**src/rtl/capture_ctrl.sv**
```systemverilog
// capture_ctrl: sequences decimated sample writes into the five-channel RAM
// queue of the logic analyzer. Tracks pre-trigger fill (armed), counts
// post-trigger samples up to the clamped trigger position and signals
// completion to the config block.
//
// Optional build macro CAPTURE_TRIG_ADDR_EN adds the trig_addr output, which
// records the queue address of the first post-trigger sample so the host can
// locate the trigger point inside the dump.
module capture_ctrl #(
    parameter int ENTRIES = 384,
    parameter int LOG2    = 9
) (
    input  logic            clk,
    input  logic            rst_n,
    input  logic            wrt_smpl,
    input  logic            run,
    input  logic            capture_done,
    input  logic            triggered,
    input  logic [LOG2-1:0] trig_pos,
    output logic            we,
    output logic [LOG2-1:0] waddr,
    output logic            armed,
    output logic            set_capture_done
`ifdef CAPTURE_TRIG_ADDR_EN
    ,
    output logic [LOG2-1:0] trig_addr
`endif
);

    typedef enum logic [1:0] {
        IDLE = 2'd0,
        RUN  = 2'd1,
        DONE = 2'd2
    } state_t;

    // ENTRIES in the widened (no-overflow) width and the last valid address
    localparam logic [LOG2:0]   C_ENTRIES = (LOG2+1)'(ENTRIES);
    localparam logic [LOG2-1:0] C_LAST    = LOG2'(ENTRIES - 1);

    state_t          r_state;
    logic [LOG2-1:0] r_waddr;
    logic [LOG2:0]   r_smpl_cnt;   // saturates at ENTRIES, needs one extra bit
    logic [LOG2-1:0] r_trig_cnt;   // never exceeds tp <= ENTRIES-1
    logic            r_armed;
`ifdef CAPTURE_TRIG_ADDR_EN
    logic [LOG2-1:0] r_trig_addr;
`endif

    logic [LOG2-1:0] w_tp;
    logic [LOG2:0]   w_arm_sum;
    logic            w_in_run;
    logic            w_complete;
    logic            w_write;
    logic [LOG2-1:0] w_waddr_inc;

    // Clamp trigger position so the post-trigger count can always be reached
    always_comb begin
        if ({1'b0, trig_pos} >= C_ENTRIES) begin
            w_tp = C_LAST;
        end else begin
            w_tp = trig_pos;
        end
    end

    // Decode the RUN-state priorities: run drop, then completion, then write
    always_comb begin
        w_arm_sum   = r_smpl_cnt + {1'b0, w_tp};
        w_in_run    = (r_state == RUN) && run;
        w_complete  = w_in_run && triggered && (r_trig_cnt == w_tp);
        w_write     = w_in_run && !w_complete && wrt_smpl;
        w_waddr_inc = (r_waddr == C_LAST) ? '0 : r_waddr + 1'b1;
    end

    // Control state, address pointer, counters and armed flag
    always_ff @(posedge clk or negedge rst_n) begin
        if (!rst_n) begin
            r_state    <= IDLE;
            r_waddr    <= '0;
            r_smpl_cnt <= '0;
            r_trig_cnt <= '0;
            r_armed    <= 1'b0;
        end else begin
            case (r_state)
                IDLE: begin
                    if (run && !capture_done) begin
                        r_state    <= RUN;
                        r_waddr    <= '0;
                        r_smpl_cnt <= '0;
                        r_trig_cnt <= '0;
                        r_armed    <= 1'b0;
                    end
                end
                RUN: begin
                    if (!run) begin
                        r_state <= IDLE;
                        r_armed <= 1'b0;
                    end else if (w_complete) begin
                        r_state <= DONE;
                        r_armed <= 1'b0;
                    end else begin
                        // armed is sticky once enough pre-trigger history exists
                        if (w_arm_sum >= C_ENTRIES) begin
                            r_armed <= 1'b1;
                        end
                        if (wrt_smpl) begin
                            r_waddr <= w_waddr_inc;
                            if (r_smpl_cnt != C_ENTRIES) begin
                                r_smpl_cnt <= r_smpl_cnt + 1'b1;
                            end
                            if (triggered) begin
                                r_trig_cnt <= r_trig_cnt + 1'b1;
                            end
                        end
                    end
                end
                DONE: begin
                    // Everything holds so the host dumps a stable buffer
                    if (!capture_done) begin
                        r_state <= IDLE;
                    end
                end
                default: begin
                    r_state <= IDLE;
                end
            endcase
        end
    end

`ifdef CAPTURE_TRIG_ADDR_EN
    // Remember where the first post-trigger sample lands in the queue
    always_ff @(posedge clk or negedge rst_n) begin
        if (!rst_n) begin
            r_trig_addr <= '0;
        end else if (r_state == IDLE && run && !capture_done) begin
            r_trig_addr <= '0;
        end else if (w_in_run && triggered && (r_trig_cnt == '0)) begin
            // waddr only moves together with trig_cnt once triggered, so
            // re-latching while trig_cnt is still zero stores the same value
            r_trig_addr <= r_waddr;
        end
    end

    assign trig_addr = r_trig_addr;
`endif

    assign we               = w_write;
    assign set_capture_done = w_complete;
    assign waddr            = r_waddr;
    assign armed            = r_armed;

endmodule

```
**config.mk**
```make
export PLATFORM = sky130hd
export DESIGN_NAME = capture_ctrl
export DESIGN_NICKNAME = d
export VERILOG_FILES = /design/src/rtl/capture_ctrl.sv
export SDC_FILE = /design/constraint.sdc
export NUM_CORES = 1
export LEC_CHECK = 0
export ABC_AREA = 0
export BUFFER_PORTS_ARGS = -buffer_cell sky130_fd_sc_hd__buf_2
export CAP_MARGIN = 20
export CORE_MARGIN = 2
export CORE_UTILIZATION = 41
export DETAILED_ROUTE_END_ITERATION = 10
export GPL_TIMING_DRIVEN = 0
export SETUP_SLACK_MARGIN = 0.02
export SLEW_MARGIN = 20
export SYNTH_ARGS = -nofsm -noshare
export SYNTH_HDL_FRONTEND = slang
export SYNTH_SLANG_ARGS = --single-unit
```
**constraint.sdc**
```tcl
create_clock -name clk -period 2.6 [get_ports clk]
set_clock_uncertainty 0.05 [all_clocks]
set_input_delay 0.13 -clock clk [delete_from_list [all_inputs] [get_ports clk]]
set_output_delay 0.13 -clock clk [all_outputs]
set_load 0.01 [all_outputs]
```
# After elaboration in Yosys (flattened, before gate mapping)

Cells that the tools add are included.

Input port bits: 15
Register bits: 31

Add/subtract/negate cells: 4
Reduce and logical (&&, ||, !) cells: 15
Eq/ne operators: 14
Mux-type cells: 28
Order comparisons: 2

Operator list:

| kind                  | number |
|---|---|
| $mux 9                | 10 |
| $mux 10               | 5 |
| $pmux 9 s2            | 2 |
| $pmux 10 s2           | 1 |
| $add 9x1->9 const B   | 2 |
| $ne 2x2->1 const B    | 6 |
| $reduce_and 6->1      | 2 |
| $add 10x1->10 const B | 1 |
| $add 10x9->10         | 1 |
| $ge 10x9->1 const B   | 1 |
| $ne 10x9->1 const B   | 1 |
| $eq 9x9->1            | 1 |
| $eq 9x9->1 const B    | 1 |
| $ge 9x9->1 const B    | 1 |
| $mux 2                | 4 |
| $logic_and 1x1->1     | 6 |
| $pmux 2 s3            | 1 |
| $reduce_and 3->1      | 2 |
| $reduce_and 5->1      | 1 |
| $mux 1                | 4 |
| $ne 4x3->1 const B    | 1 |
| $ne 3x3->1 const B    | 1 |
| $eq 2x1->1 const B    | 1 |
| $eq 2x2->1 const B    | 1 |
| other kinds (5)       | 6 |

# Logic depth before layout (Yosys ltp)

Word-level depth: 8
Mapped depth: 12
Depth with buffers taken out: 11

# Least setup slack after synthesis

No wires, ideal clock.

Path type: flip-flop to flip-flop
Start: register r_state[0]
End: register r_trig_cnt[8]
Data arrival time: 1.926 ns
Clock period less this slack: 2.054 ns
Setup time: 0.078 ns
Buffers on the path: 3
Slack: 0.546 ns
Cell stages (with the launch flop): 11
Data required time: 2.472 ns
Cells stage by stage: dfrtp_1 -> buf_6 -> nor2b_4 -> buf_6 -> and3_1 -> o2111ai_1 -> nand4bb_1 -> buf_6 -> nand3_2 -> or4_1 -> a21oi_1

Cells in the longest elaborated chain, start to end: 6
Elaborated cells on any way between the ends: 13

RTL lines:

| element                        | RTL line | RTL |
|---|---|---|
| start, declared                | 40       | `state_t r_state;` |
| start signal, assigned         | 77       | `r_state <= IDLE;` |
| start signal, assigned         | 86       | `r_state <= RUN;` |
| start signal, assigned         | 95       | `r_state <= IDLE;` |
| $eq 2x1->1                     | 68, 83   |  |
| $logic_and 1x1->1              | 68       | `w_in_run = (r_state == RUN) && run;` |
| $logic_and 1x1->1 (2 in a row) | 69       | `w_complete = w_in_run && triggered && (r_trig_cnt == w_tp);` |
| $ne 2x2->1 (no line)           | --       |  |
| $reduce_and 6->1 (no line)     | --       |  |
| end signal, assigned           | 111      | `r_trig_cnt <= r_trig_cnt + 1'b1;` |
| end, declared                  | 43       | `logic [LOG2-1:0] r_trig_cnt;` |

Parallel ways exist; a longest one is shown, timed or not.
A chain may end at the register's enable or synchronous reset.

# Final worst setup path

Start: register r_state[0]
End: output we

Cells in the longest elaborated chain, start to end: 7

RTL lines:

| element                            | RTL line | RTL |
|---|---|---|
| $eq 2x1->1 (*)                     | 68       |  |
| $logic_and 1x1->1 (*)              | 68       |  |
| $logic_and 1x1->1 (2 in a row)     | 69       |  |
| $logic_not 1->1                    | 70       | `w_write = w_in_run && !w_complete && wrt_smpl;` |
| $logic_and 1x1->1 (*) (2 in a row) | 70       |  |
| end, declared                      | 20       | `output logic we,` |

Mark *: on every way between the ends. The rest lies on a longest branch, timed or not.

==> key figures <==
Run status
  – Status: completed

Pwr
  – Net Sw Frac: 30.99%
  – Seq pwr share: 47.3%
  – Tot Pwr: 1.143 mW
  – Combinational cell fraction of total power: 20.1%
  – PwrDens: 446.4 mW/mm^2
  – Max rail drop VDD: 327.4 uV
  – P_sw: 354.3 uW
  – Clock share of power: 32.6%
  – Cell-internal power: 789.0 uW
  – LEAKAGE: 1.184 nW

Routing
  – Wire per inst: 14.74 um
  – DR vias/cell: 5.588
  – Final ANT Viol Nets: 0
  – Drt pass-1 iters: 4
  – DRC violations left: 0
  – Drt first-iter violations: 140
  – Via count: 2101
  – Routed WL: 5544 um

CTS
  – CTS H-Tree Depth: 2
  – Setup repair bufs after CTS: 0
  – Clk slew on worst S/H paths: 0.07 ns
  – Deepest clock path buffer count: 2
  – Total CTS buffers: 5
  – Clock sinks: 31
  – CTS tree: done
  – Worst-Skew Late Latency: 0.28 ns
  – Clock Tree Root: clkbuf_8

Flow run
  – Max cap viols: 0

Floorplanning
  – Die Width: 78.12 um
  – I/O pin count: 27
  – Core Region: 0.005205 mm^2
  – Die area: 0.006102 mm^2
  – Die H: 78.12 um
  – Row count: 26
  – Initial Utilization: 43.27%

Place
  – IO buf count: 26
  – DP HPWL: 4079 um
  – RePlAce Congestion: 0.8311

Final layout
  – Most frequent cells in the layout: 38 x o21ai_0, 31 x dfrtp_1, 29 x nand2_1, 29 x buf_2, 21 x nor2_1
  – Fillers: 541
  – Antenna Cells: 0
  – Flip-flop and latch area: 775.7 um^2
  – Final net count: 335
  – Area grow syn2layout: 13.72%
  – Multi-input logic area: 0.001375 mm^2
  – Commonest non-fill, non-tap cell in the layout: o21ai_0
  – Share of post-route cells with drive strength above 1: 14.05%

Logic synthesis
  – Synth Flop Type: dfrtp_1
  – Avg Cell Area, Syn: 8.311 um^2
  – Post-synth EDFFs: 0
  – Synth top area cells: dfrtp_1 34%, o21ai_0 8.4%, ha_1 7.8%, nand2_1 4.8%, nand2b_1 4.4%
  – Post-synthesis cell count: 271
  – Synthesized flop and latch total: 31
  – Cell area after synthesis: 0.002252 mm^2
  – Synth area leader: dfrtp_1
  – Yosys cell types: 44
  – FFs w/ async S/R, synth: 100.0%
  – Top-area cell type share of the netlist area: 34.44%
  – Yosys warns: 0
  – Sequential area share after synthesis: 34.44%
  – Syn_nets: 301

Critical path
  – Worst path slowest cell: dfrtp_1
  – Slowest stage delay, CP: 0.35 ns
  – Maximum fanout along the worst path: 10
  – Element type at the critical path end: output port
  – WP data arrival: 2.27 ns
  – Worst-path cell chain: buf_6 > nor2b_4 > buf_6 > and3_1 > o2111ai_1 > nand4bb_1 > buf_6 > and3_1 > buf_2 > buf_2
  – Startpoint types: flop
  – Reg2reg end: r_trig_cnt[8]
  – R2R Setup Slk: 0.23 ns
  – Most used cell, CP: buf_6
  – WP depth: 10
  – Worst R2R Start: r_state[0]
  – Worst path required time: 2.42 ns
  – Number of cells on the worst reg-to-reg path: 11
  – CP bufs+invs: 5
  – Setup CP Type: reg2out
  – Largest delay share family, worst path: simple AND/OR/NAND/NOR gates

STA
  – Final Critical Period: 2.452 ns
  – Slew Viols, Final: 0
  – Final hold vios: 0
  – Final TNS setup: 0 ns
  – Maximum achievable frequency: 407.8 MHz
  – Worst-Margin Slew: 0.7213 ns
  – Final period util: 94.30%
  – Final setup violation count: 0
  – RSZ-0062 raised after global routing: no
  – Slew margin rel.: 51.91%

Global route
  – Initial antenna violation count: 0
  – Total gr overflow: 0
  – Vias in the first global route: 1965
  – Largest net degree at the start of global routing: 32
  – All-Layer GR Usage: 19.39%
  – First-pass GRT wire length: 9494 um

Hold path
  – Hold Startpoint: capture_done
  – Worst Hold Depth: 3
  – Hold worst-path end: r_state[1]
  – HP Class: in2reg
per-layer routing:
| metal | wire, um | GRT usage (%) |
|---|---|---|
| met1 | 2817 | 27.71 |
| met2 | 2414 | 30.78 |
| met3 | 273 | 3.793 |
| met4 | 38 | 3.684 |
| met5 | 0 | 0 |
kinds of logic after synthesis:
logic type	share of synthesized area [%]
buffers and inverters	4.500
AOI/OAI and AO/OA	21.61
DFF	34.44
and+or+nand+nor	27.67
adders and majority gates	8.667
xor gates and xnor gates	3.111
worst register-to-register path, stage by stage, from the launching register on:
cell and delay [ns]:
dfrtp_1 0.38, buf_6 0.14, nor2b_4 0.12, buf_6 0.14, and3_1 0.19, o2111ai_1 0.11
nand4bb_1 0.19, buf_6 0.17, nand3_2 0.09, clkbuf_1 0.25, o31ai_1 0.29, a21oi_1 0.10
state kept, by name (all words and copies together), names as in the netlist:
name and count:
armed 1, r_smpl_cnt 10, r_state 2, r_trig_cnt 9, waddr 9
how the worst max path moves through the flow:
stage / start / to / slack (ns)
floorplan: r_state[0] / r_trig_cnt[8] / 0.55
global placement: trig_pos[8] / armed / 0.22
detailed placement: trig_pos[8] / armed / 0.22
CTS: r_state[0] / we / 0.13
global route: r_state[0] / we / 0.04
finish: r_state[0] / we / 0.15
area by class of cell:
| type | instances | share of cell area, % |
|---|---|---|
| plain buffers | 11 | 2.931 |
| clock buffers | 7 | 2.980 |
| repair buffers | 27 | 5.471 |
| clock inverters | 1 | 0.1954 |
| flip-flops and latches | 31 | 30.29 |
| inverters | 7 | 1.026 |
| multi-input cells | 222 | 53.69 |
| well taps | 70 | 3.420 |
cells in the mapped netlist (4+ instances only):
cell type,n
and3_1,11
nand2_1,29
o31ai_1,10
nand3_1,16
buf_6,4
inv_1,7
o21ai_0,38
a31oi_1,4
clkbuf_1,4
a21oi_1,13
ha_1,14
xnor2_1,6
dfrtp_1,31
nand2b_1,16
nor2_1,21
metrics by stage:
| step | setup slack (ns) | cells | hold slack (ns) | area, um^2 | utilization, % |
|---|---|---|---|---|---|
| after floorplan | 0.5464 | 271 | -0.2156 | 2252 | - |
| after global placement | 0.2239 | 367 | 0.1839 | 2470 | 47.45 |
| after detailed placement | 0.2229 | 367 | 0.1818 | 2470 | 47.45 |
| after CTS | 0.1332 | 376 | 0.07156 | 2561 | 49.21 |
| after global routing | 0.03611 | 376 | 0.1106 | 2561 | 49.21 |
| final | 0.1481 | 376 | 0.07209 | 2561 | 49.21 |
repair_timing:
action | CTS | global route
hold endpoints to repair | 31 | 0
gates resized for setup | 0 | 0
hold buffers | 1 | 0
power by group through the flow:
| stage | sequential, mW | clock, mW | combinational (mW) |
|---|---|---|---|
| after floorplan | 0.546 | 0 | 0.151 |
| after global placement | 0.550 | 0 | 0.227 |
| after detailed placement | 0.549 | 0 | 0.230 |
| after CTS | 0.541 | 0.380 | 0.232 |
| after global routing | 0.547 | 0.404 | 0.264 |
| final | 0.541 | 0.373 | 0.229 |
(Power assumes the default switching activity.)
